### config.mk
export PLATFORM = sky130hd
export DESIGN_NAME = led_scan_ctrl_flat
export DESIGN_NICKNAME = d
export VERILOG_FILES = /design/src/rtl/led_scan_if.sv /design/src/rtl/led_scan_ctrl.sv /design/src/flat_wrapper.sv
export SDC_FILE = /design/constraint.sdc
export NUM_CORES = 1
export LEC_CHECK = 0
export BUFFER_PORTS_ARGS = -buffer_cell sky130_fd_sc_hd__clkbuf_2
export CELL_PAD_IN_SITES_DETAIL_PLACEMENT = 1
export CELL_PAD_IN_SITES_GLOBAL_PLACEMENT = 1
export CORE_ASPECT_RATIO = 1.5
export CORE_MARGIN = 2
export CORE_UTILIZATION = 39
export CTS_CLUSTER_DIAMETER = 30
export DETAILED_ROUTE_END_ITERATION = 8
export PLACE_DENSITY_LB_ADDON = 0.1
export SLEW_MARGIN = 20
export SYNTH_ARGS = -nofsm -noshare
export SYNTH_HDL_FRONTEND = slang
export SYNTH_SLANG_ARGS = --single-unit
### constraint.sdc
create_clock -name clk -period 9.2 [get_ports clk]
set_clock_uncertainty 0.1 [all_clocks]
set_input_delay 0.92 -clock clk [delete_from_list [all_inputs] [get_ports clk]]
set_output_delay 0.92 -clock clk [all_outputs]
set_load 0.01 [all_outputs]
### src/rtl/led_scan_if.sv
// Handshake and display-pin bundle for led_scan_ctrl.
interface led_scan_if #(
    parameter int unsigned DIGITS = 4,
    parameter int unsigned BIN_W  = 14
);
    logic [BIN_W-1:0]  bin_in;
    logic              in_valid;
    logic              in_ready;
    logic              done;
    logic              blank_en;
    logic [DIGITS-1:0] dp_in;
    logic [DIGITS-1:0] dig_sel;
    logic [7:0]        seg;

    modport master (
        output bin_in, in_valid, blank_en, dp_in,
        input  in_ready, done, dig_sel, seg
    );

    modport slave (
        input  bin_in, in_valid, blank_en, dp_in,
        output in_ready, done, dig_sel, seg
    );
endinterface

### src/rtl/led_scan_ctrl.sv
// Multiplexed 7-segment controller: binary-to-BCD by repeated subtraction,
// double-buffered digits, and a prescaled digit scan.
module led_scan_ctrl #(
    parameter int unsigned DIGITS   = 4,
    parameter int unsigned BIN_W    = 14,
    parameter int unsigned SCAN_DIV = 50000
) (
    input logic     clk,
    input logic     rst_n,
    led_scan_if.slave bus
);
    localparam int unsigned POS_W = (DIGITS > 1) ? $clog2(DIGITS) : 1;
    localparam int unsigned PRE_W = $clog2(SCAN_DIV);

    typedef enum logic [1:0] {S_IDLE, S_CONV, S_DONE} state_t;

    // 10^n for n in 0..8, evaluated in 64 bits so the overflow bound always fits
    function automatic logic [63:0] pow10(input int unsigned n);
        logic [63:0] p;
        p = 64'd1;
        for (int unsigned i = 0; i < 8; i++) begin
            if (i < n) p = p * 64'd10;
        end
        return p;
    endfunction

    function automatic logic [6:0] seg_enc(input logic [3:0] d);
        logic [6:0] s;
        case (d)
            4'd0:    s = 7'h3f;
            4'd1:    s = 7'h06;
            4'd2:    s = 7'h5b;
            4'd3:    s = 7'h4f;
            4'd4:    s = 7'h66;
            4'd5:    s = 7'h6d;
            4'd6:    s = 7'h7d;
            4'd7:    s = 7'h07;
            4'd8:    s = 7'h7f;
            4'd9:    s = 7'h6f;
            default: s = 7'h00;
        endcase
        return s;
    endfunction

    state_t            state_q, state_d;
    logic [BIN_W-1:0]  rem_q, rem_d;
    logic [POS_W-1:0]  pos_q, pos_d;
    logic [3:0]        cnt_q, cnt_d;
    logic [3:0]        work_q [DIGITS];
    logic [3:0]        work_d [DIGITS];
    logic [3:0]        disp_q [DIGITS];
    logic              ovf_pend_q, ovf_pend_d;
    logic              ovf_q;
    logic              done_q, in_ready_q;
    logic [PRE_W-1:0]  pre_q;
    logic [POS_W-1:0]  idx_q;
    logic [DIGITS-1:0] dig_sel_q, dig_sel_d;
    logic [7:0]        seg_q, seg_d;

    assign bus.in_ready = in_ready_q;
    assign bus.done     = done_q;
    assign bus.dig_sel  = dig_sel_q;
    assign bus.seg      = seg_q;

    // FSM state register
    always_ff @(posedge clk or negedge rst_n) begin
        if (!rst_n) state_q <= S_IDLE;
        else        state_q <= state_d;
    end

    // Next-state and conversion datapath: one subtract or one digit store per clock
    always_comb begin
        state_d    = state_q;
        rem_d      = rem_q;
        pos_d      = pos_q;
        cnt_d      = cnt_q;
        work_d     = work_q;
        ovf_pend_d = ovf_pend_q;
        case (state_q)
            S_IDLE: begin
                if (bus.in_valid) begin
                    rem_d = bus.bin_in;
                    if (64'(bus.bin_in) >= pow10(DIGITS)) begin
                        ovf_pend_d = 1'b1;
                        state_d    = S_DONE;
                    end else begin
                        ovf_pend_d = 1'b0;
                        pos_d      = POS_W'(DIGITS - 1);
                        cnt_d      = 4'd0;
                        state_d    = S_CONV;
                    end
                end
            end
            S_CONV: begin
                if (64'(rem_q) >= pow10(32'(pos_q))) begin
                    rem_d = rem_q - BIN_W'(pow10(32'(pos_q)));
                    cnt_d = cnt_q + 4'd1;
                end else begin
                    work_d[pos_q] = cnt_q;
                    cnt_d         = 4'd0;
                    if (pos_q == '0) state_d = S_DONE;
                    else             pos_d   = pos_q - POS_W'(1);
                end
            end
            S_DONE:  state_d = S_IDLE;
            default: state_d = S_IDLE;
        endcase
    end

    // Conversion registers; the display buffer commits only on exit from DONE
    always_ff @(posedge clk or negedge rst_n) begin
        if (!rst_n) begin
            rem_q      <= '0;
            pos_q      <= '0;
            cnt_q      <= '0;
            ovf_pend_q <= 1'b0;
            ovf_q      <= 1'b0;
            done_q     <= 1'b0;
            in_ready_q <= 1'b1;
            for (int unsigned i = 0; i < DIGITS; i++) begin
                work_q[i] <= '0;
                disp_q[i] <= '0;
            end
        end else begin
            rem_q      <= rem_d;
            pos_q      <= pos_d;
            cnt_q      <= cnt_d;
            ovf_pend_q <= ovf_pend_d;
            work_q     <= work_d;
            done_q     <= (state_d == S_DONE);
            in_ready_q <= (state_d == S_IDLE);
            if (state_q == S_DONE) begin
                disp_q <= work_q;
                ovf_q  <= ovf_pend_q;
            end
        end
    end

    // Scan prescaler and digit index
    always_ff @(posedge clk or negedge rst_n) begin
        if (!rst_n) begin
            pre_q <= '0;
            idx_q <= '0;
        end else if (pre_q == PRE_W'(SCAN_DIV - 1)) begin
            pre_q <= '0;
            idx_q <= (idx_q == POS_W'(DIGITS - 1)) ? '0 : idx_q + POS_W'(1);
        end else begin
            pre_q <= pre_q + PRE_W'(1);
        end
    end

    // Segment pattern for the selected digit: dash on overflow, leading-zero blanking
    always_comb begin
        logic       blank;
        logic [6:0] seg7;
        blank = 1'b0;
        if (bus.blank_en && (idx_q != '0)) begin
            blank = 1'b1;
            for (int unsigned j = 0; j < DIGITS; j++) begin
                if ((j >= 32'(idx_q)) && (disp_q[j] != 4'd0)) blank = 1'b0;
            end
        end
        if (ovf_q)      seg7 = 7'h40;
        else if (blank) seg7 = 7'h00;
        else            seg7 = seg_enc(disp_q[idx_q]);
        seg_d     = {bus.dp_in[idx_q], seg7};
        dig_sel_d = ~(DIGITS'(1) << idx_q);
    end

    // Registered pin drivers
    always_ff @(posedge clk or negedge rst_n) begin
        if (!rst_n) begin
            dig_sel_q <= '1;
            seg_q     <= '0;
        end else begin
            dig_sel_q <= dig_sel_d;
            seg_q     <= seg_d;
        end
    end
endmodule

### src/flat_wrapper.sv
// flat-port wrapper written by rule: the top's interface ports become plain ports
module led_scan_ctrl_flat 
#(
    parameter int unsigned DIGITS   = 4,
    parameter int unsigned BIN_W    = 14,
    parameter int unsigned SCAN_DIV = 50000
)
  (clk, rst_n, bus_bin_in, bus_in_valid, bus_blank_en, bus_dp_in, bus_in_ready, bus_done, bus_dig_sel, bus_seg);
  led_scan_if #(.DIGITS(DIGITS), .BIN_W(BIN_W)) bus_i ();
  input logic clk;
  input logic rst_n;
  input wire logic [$bits(bus_i.bin_in)-1:0] bus_bin_in;
  input wire logic [$bits(bus_i.in_valid)-1:0] bus_in_valid;
  input wire logic [$bits(bus_i.blank_en)-1:0] bus_blank_en;
  input wire logic [$bits(bus_i.dp_in)-1:0] bus_dp_in;
  output wire logic [$bits(bus_i.in_ready)-1:0] bus_in_ready;
  output wire logic [$bits(bus_i.done)-1:0] bus_done;
  output wire logic [$bits(bus_i.dig_sel)-1:0] bus_dig_sel;
  output wire logic [$bits(bus_i.seg)-1:0] bus_seg;
  assign bus_i.bin_in = bus_bin_in;
  assign bus_i.in_valid = bus_in_valid;
  assign bus_i.blank_en = bus_blank_en;
  assign bus_i.dp_in = bus_dp_in;
  assign bus_in_ready = bus_i.in_ready;
  assign bus_done = bus_i.done;
  assign bus_dig_sel = bus_i.dig_sel;
  assign bus_seg = bus_i.seg;
  led_scan_ctrl #(.DIGITS(DIGITS), .BIN_W(BIN_W), .SCAN_DIV(SCAN_DIV)) u_core (.clk(clk), .rst_n(rst_n), .bus(bus_i));
endmodule
==> results of run 1 <==
==> synth_stat cells, types with 2 or more instances <==
library cell and number:
o21ai_0 17, a22o_1 2, xnor2_1 12, a21oi_1 17, o31ai_1 3, a21o_1 4, nor4_1 8, and3_1 3
o21a_1 2, mux4_2 5, a31oi_1 6, clkbuf_1 8, nor2b_1 5, nand2b_1 6, o22ai_1 3, or4_1 2
o21bai_1 3, dfstp_2 5, nand2_1 37, nor2_1 48, or2_2 3, nand3_1 12, o21ai_1 2, mux2i_1 3
ha_1 31, xor2_1 9, dfrtp_1 83, inv_1 20, mux2_2 33, nand4_1 4, nor3b_1 2, buf_6 3
nor3_1 8
==> registers in the layout, summed over array words and instances (netlist names) <==
register             cells
u_core.ovf_pend_q        1
u_core.bus.done          1
u_core.idx_q             2
u_core.pos_q             2
u_core.work_q           16
u_core.rem_q            14
u_core.state_q           2
u_core.bus.seg           8
u_core.bus.dig_sel       4
u_core.cnt_q             4
u_core.disp_q           16
u_core.pre_q            16
u_core.bus.in_ready      1
u_core.ovf_q             1
==> kinds of logic after synthesis <==
| logic type | share of synthesized area (%) |
|---|---|
| AND/OR/NAND/NOR | 14.7 |
| flip-flops | 47.7 |
| AO/OA/AOI/OAI | 10.1 |
| multiplexers | 11.4 |
| adder cells (fa/ha/maj) | 8.82 |
| buffers and inverters | 3.08 |
| XOR/XNOR | 3.98 |
| other | 0.0810 |
==> worst register-to-register path, stage by stage (launching register included) <==
cell	delay, ps
dfrtp_1	460
inv_1	170
ha_1	260
or4_1	490
ha_1	390
o211ai_1	130
o21ai_2	210
o311a_4	210
a2111o_1	250
o21ba_1	720
o21ai_0	200
a22o_1	270
==> layout make-up <==
class	instances	area [um2]	share of cell area (%)
Clock buffer	13	260	4.97
Clock inverter	3	40.0	0.764
Inverter	20	75.1	1.43
Multi-Input combinational cell	311	2280	43.4
Sequential cell	88	2210	42.1
Tap cell	150	188	3.58
Timing Repair Buffer	37	193	3.68
==> worst min-delay path by stage <==
stage,depth (start not counted),to,start
finish,1,u_core.pre_q[10],rst_n
detailed placement,2,u_core.ovf_pend_q,u_core.ovf_pend_q
global route,1,u_core.pre_q[9],rst_n
CTS,1,u_core.pre_q[10],rst_n
global placement,2,u_core.ovf_pend_q,u_core.ovf_pend_q
floorplan,2,u_core.ovf_pend_q,u_core.ovf_pend_q
==> power by group through the flow <==
stage | logic, mW | registers, mW | clock network, mW
2_1_floorplan | 0.544 | 0.552 | 0
3_5_place_dp | 0.690 | 0.580 | 0
3_3_place_gp | 0.670 | 0.575 | 0
6_report | 0.683 | 0.571 | 0.369
5_1_grt | 0.782 | 0.588 | 0.395
4_1_cts | 0.696 | 0.574 | 0.380
==> stage by stage <==
| step | hold slack [ps] | utilization, % | instances | setup WS, ps |
|---|---|---|---|---|
| 3_3_place_gp | 373 | 42.8 | 606 | 5350 |
| 6_report | 362 | 45.4 | 622 | 5230 |
| 4_1_cts | 365 | 45.4 | 622 | 5160 |
| 2_1_floorplan | 344 | - | 431 | 5840 |
| 5_1_grt | 368 | 45.4 | 622 | 4860 |
| 3_5_place_dp | 385 | 42.8 | 606 | 5180 |
==> routing by layer <==
metal | vias to the layer above | GRT usage, % | share of wire, %
met5 | - | 0 | 0
met3 | 10 | 3.17 | 2.5
met4 | 0 | 6.21 | 1.5
met2 | 38 | 34.1 | 56
li1 | 1579 | - | -
met1 | 1602 | 18.9 | 40
==> run metrics, run 1 <==
routed length per instance 16.2 um; TritonRoute pass-1 iters 4; worst skew pair latency 340 ps; initial core utilization 40.1%; # port buffers 35; Yosys top cell by area dfrtp_1; post-route cell area 0.00524 mm2; Synth top area share 44.9%; Worst Path Required 9320 ps; class of the worst hold path input port to async pin; GRT Overall Usage 17.6%; P_int 1.02 mW; Top delay family on crit path compound AO/OA/AOI/OAI gates; Comb pwr share 42.1%; CP max-delay cell o21ba_1; Final period util 43.2%; clock power share 22.7%; Critical Path Stages 11; placed standard-cell area 0.00494 mm2; synth unique cells 55; most common cell after layout, fill and taps aside dfrtp_1; R2R Setup Slk 5230 ps; clock net sink count 88; max_cap viols 0; Slew @ Worst Pin 1000 ps; setup TNS 0 ps; Tmin final 3970 ps; ys async rst share 100%; # hold bufs at CTS 0; status finished clean; Reg2Reg Depth 11; mapped cell area 0.00463 mm2; Critical Path AT 4090 ps; r2r endpoint u_core.rem_q[12]; Layout Nets 521; clock slew at reported path FFs 60 ps; first-pass GRT wire length 17.4 mm; critical path, cell by cell inv_1, ha_1, or4_1, ha_1, o211ai_1, o21ai_2, o311a_4, a2111o_1, o21ba_1, o21ai_0, a22o_1; RSZ-0062 raised after global routing false; H-tree depth 3; DIE WIDTH 92.9 um; Root Driver clkbuf_16; most frequent cells in the layout 83 x dfrtp_1, 48 x nor2_1, 37 x nand2_1, 34 x clkbuf_2, 33 x mux2_2; syn_area_per_cell 10.7 um2; Die H 137 um; Top Ports 36; FP Rows 48; number of diodes 0; buffer count from post-CTS setup fixing 0; gr ovfl total 0; post-synthesis cell count 431; Die ar. 0.0128 mm2; Clock Tree Buf Depth 2; total wire length 10.1 mm; total CTS buffers 9; FF+latch count, synth 88; DRC viols 0; core area 0.0115 mm2; final setup vio count 0; Critical Path Sink Type register; final hold violation count 0; area growth from synthesis to layout 13.3%; fill cell count 1315; most common flop cell mapped by yosys dfrtp_1; sw power 600 uW; Synth Warn # 0; CP Buf/Inv Count 1; vias 3229; switch share 37.0%; Final Max Slew Viols 0; initial DRC count 90; Pleak 2.44 nW; RePlAce Congestion 0.765; initial antenna violation count 0; Slew headroom 33.0%; syn nets 485; post-route ant nets 0; CTS resizes 0; Startpoint Class register; Cell Pwr Density 310 mW/mm2; vias per std cell 5.19; worst setup path end u_core.rem_q[12]; Peak VDD IR 0.163 mV; vias in the first global route 3557; cell mode on critical path ha_1; DPL Wire Length 7.60 mm; pin count of the biggest net entering global routing 70; number of flops mapped to enable cells by yosys 0; crit-path max FO 25; CTS tree done; reg-to-reg startpoint u_core.pos_q[0]; CP peak stage delay 720 ps; post-layout power 1.62 mW; power share of the sequential group 35.2%; layout cells sized above 1 22.2%; sequential share of the synthesized area 47.7%; synth top area cells dfrtp_1 45%, ha_1 8.4%, mux2_2 8.0%; critical path class register to register; Fmax 252 MHz; Critical Path Source u_core.pos_q[0]
(Power assumes the default switching activity.)
==> inputs of run 2 (changes only) <==
clock period = 4.16 ns   (was 9.2 ns; I/O delays follow)
==> run metrics, run 2 (synthesized netlist as in run 1, its figures left out) <==
status finished clean; Layout Nets 523 (+0.38%); gr ovfl total 0 (unchanged); final setup vio count 0 (unchanged); clock slew at reported path FFs 60 ps (about the same); post-route ant nets 0 (unchanged); vias in the first global route 3560 (+0.084%); FP Rows 48 (unchanged); TritonRoute pass-1 iters 4 (unchanged); placed insts 608 (+0.33%); vias per std cell 5.22 (+0.61%); CTS tree done; Pleak 2.48 nW (+1.5%); Cell Pwr Density 710 mW/mm2 (+130%); setup TNS 0 ps (unchanged); RePlAce Congestion 0.753 (-1.5%); sw power 1.35 mW (+130%); GRT Overall Usage 17.0% (-0.67 points); Top delay family on crit path compound AO/OA/AOI/OAI gates; CP peak stage delay 500 ps (-220 ps); Comb pwr share 40.3% (-1.8 points); RSZ-0062 raised after global routing false; Final period util 90.4% (+47 points); placed standard-cell area 0.00495 mm2 (+0.30%); total wire length 9.88 mm (-1.9%); clock power share 26.3% (+3.6 points); hold slack 54.1 ps (-308 ps); setup slack after layout 401 ps (-4830 ps); Root Driver clkbuf_16; # port buffers 35 (unchanged); DPL Wire Length 7.53 mm (-0.89%); # hold bufs at CTS 0 (unchanged); Critical Path Sink Type register; Tmin final 3760 ps (-212 ps); Fmax 266 MHz (+5.6%); Die H 137 um (unchanged); area growth from synthesis to layout 15.0%; class of the worst hold path input port to async pin; worst skew pair latency 340 ps (about the same); Worst Path Required 4280 ps (-5040 ps); total CTS buffers 9 (unchanged); P_int 2.43 mW (+140%); Peak VDD IR 0.348 mV (+110%); initial antenna violation count 0 (unchanged); Final Max Slew Viols 0 (unchanged); max_cap viols 0 (unchanged); most frequent cells in the layout 83 x dfrtp_1, 48 x nor2_1, 37 x nand2_1, 34 x clkbuf_2, 33 x mux2_2; Die ar. 0.0128 mm2 (unchanged); buffer count from post-CTS setup fixing 0 (unchanged); H-tree depth 3 (unchanged); Critical Path AT 3880 ps (-210 ps); post-route cell area 0.00532 mm2 (+1.6%); cell mode on critical path ha_1; initial core utilization 40.1% (unchanged); leading registers by flop count u_core.disp_q (16), u_core.pre_q (16), u_core.work_q (16); routed length per instance 15.8 um (-2.2%); CP Buf/Inv Count 2 (+1); core area 0.0115 mm2 (unchanged); final hold violation count 0 (unchanged); crit-path max FO 20 (-20%); switch share 35.8% (-1.2 points); Top Ports 36 (unchanged); most common cell after layout, fill and taps aside dfrtp_1; critical path, cell by cell inv_1, ha_1, or4_1, ha_1, o211ai_1, o21ai_2, o311a_4, a2111o_1, o21ba_2, buf_4, nor2_1, a31oi_1; Clock Tree Buf Depth 2 (unchanged); vias 3259 (+0.93%); DIE WIDTH 92.9 um (unchanged); power share of the sequential group 33.4% (-1.8 points); CP max-delay cell or4_1; first-pass GRT wire length 17.1 mm (-1.8%); clock net sink count 88 (unchanged); non-filler cells, final 624 (+0.32%); number of diodes 0 (unchanged); Util after Layout 46.2% (+0.72 points); critical path class register to register; Startpoint Class register; post-layout power 3.78 mW (+130%); initial DRC count 64 (-29%); pin count of the biggest net entering global routing 63 (-10%); layout cells sized above 1 23.2% (+0.96 points); dpl ws 228 ps (-4950 ps); DRC viols 0 (unchanged); Slew @ Worst Pin 1020 ps (+17.9 ps); CTS resizes 0 (unchanged); Slew headroom 31.8% (-1.2 points)
run 2: layer usage:
metal,routed length (um),vias to the layer above,share of wire (%),global-route usage [%]
met3,245,16,2.5,2.52
met4,190,0,1.9,5.64
met1,3960,1608,40,18.6
li1,-,1584,-,-
met2,5480,51,55,32.9
met5,0,-,0,0
run 2: path summary, 6_finish.rpt:
| path | start | end | slack (ps) | cells past startpoint |
|---|---|---|---|---|
| max | u_core.pos_q[0] | u_core.rem_q[7] | 400 | 12 |
| min | rst_n | u_core.pre_q[11] | 50 | 1 |
| max reg2reg | u_core.pos_q[0] | u_core.rem_q[7] | 400 | 12 |
| min reg2reg | u_core.ovf_pend_q | u_core.ovf_pend_q | 370 | 2 |
| max in group asynchronous | rst_n | u_core.bus.in_ready | 3000 | 2 |
| min in group clk | bus_in_valid | u_core.bus.in_ready | 210 | 2 |
run 2: layout make-up:
| cell class | instances | area, um2 |
|---|---|---|
| fillers | 1306 | 6210 |
| multi-input cells | 311 | 2280 |
| flip-flops and latches | 88 | 2210 |
| clock buffers | 9 | 225 |
| repair buffers | 39 | 208 |
| well taps | 150 | 188 |
| clock inverters | 7 | 143 |
| inverters | 20 | 75.1 |
run 2: power by group through the flow:
stage	clock network, mW	logic (mW)	registers [mW]
final	0.994	1.52	1.26
after global routing	1.05	1.73	1.30
after CTS	1.02	1.55	1.27
after floorplan	0	1.20	1.22
after detailed placement	0	1.53	1.28
after global placement	0	1.50	1.27
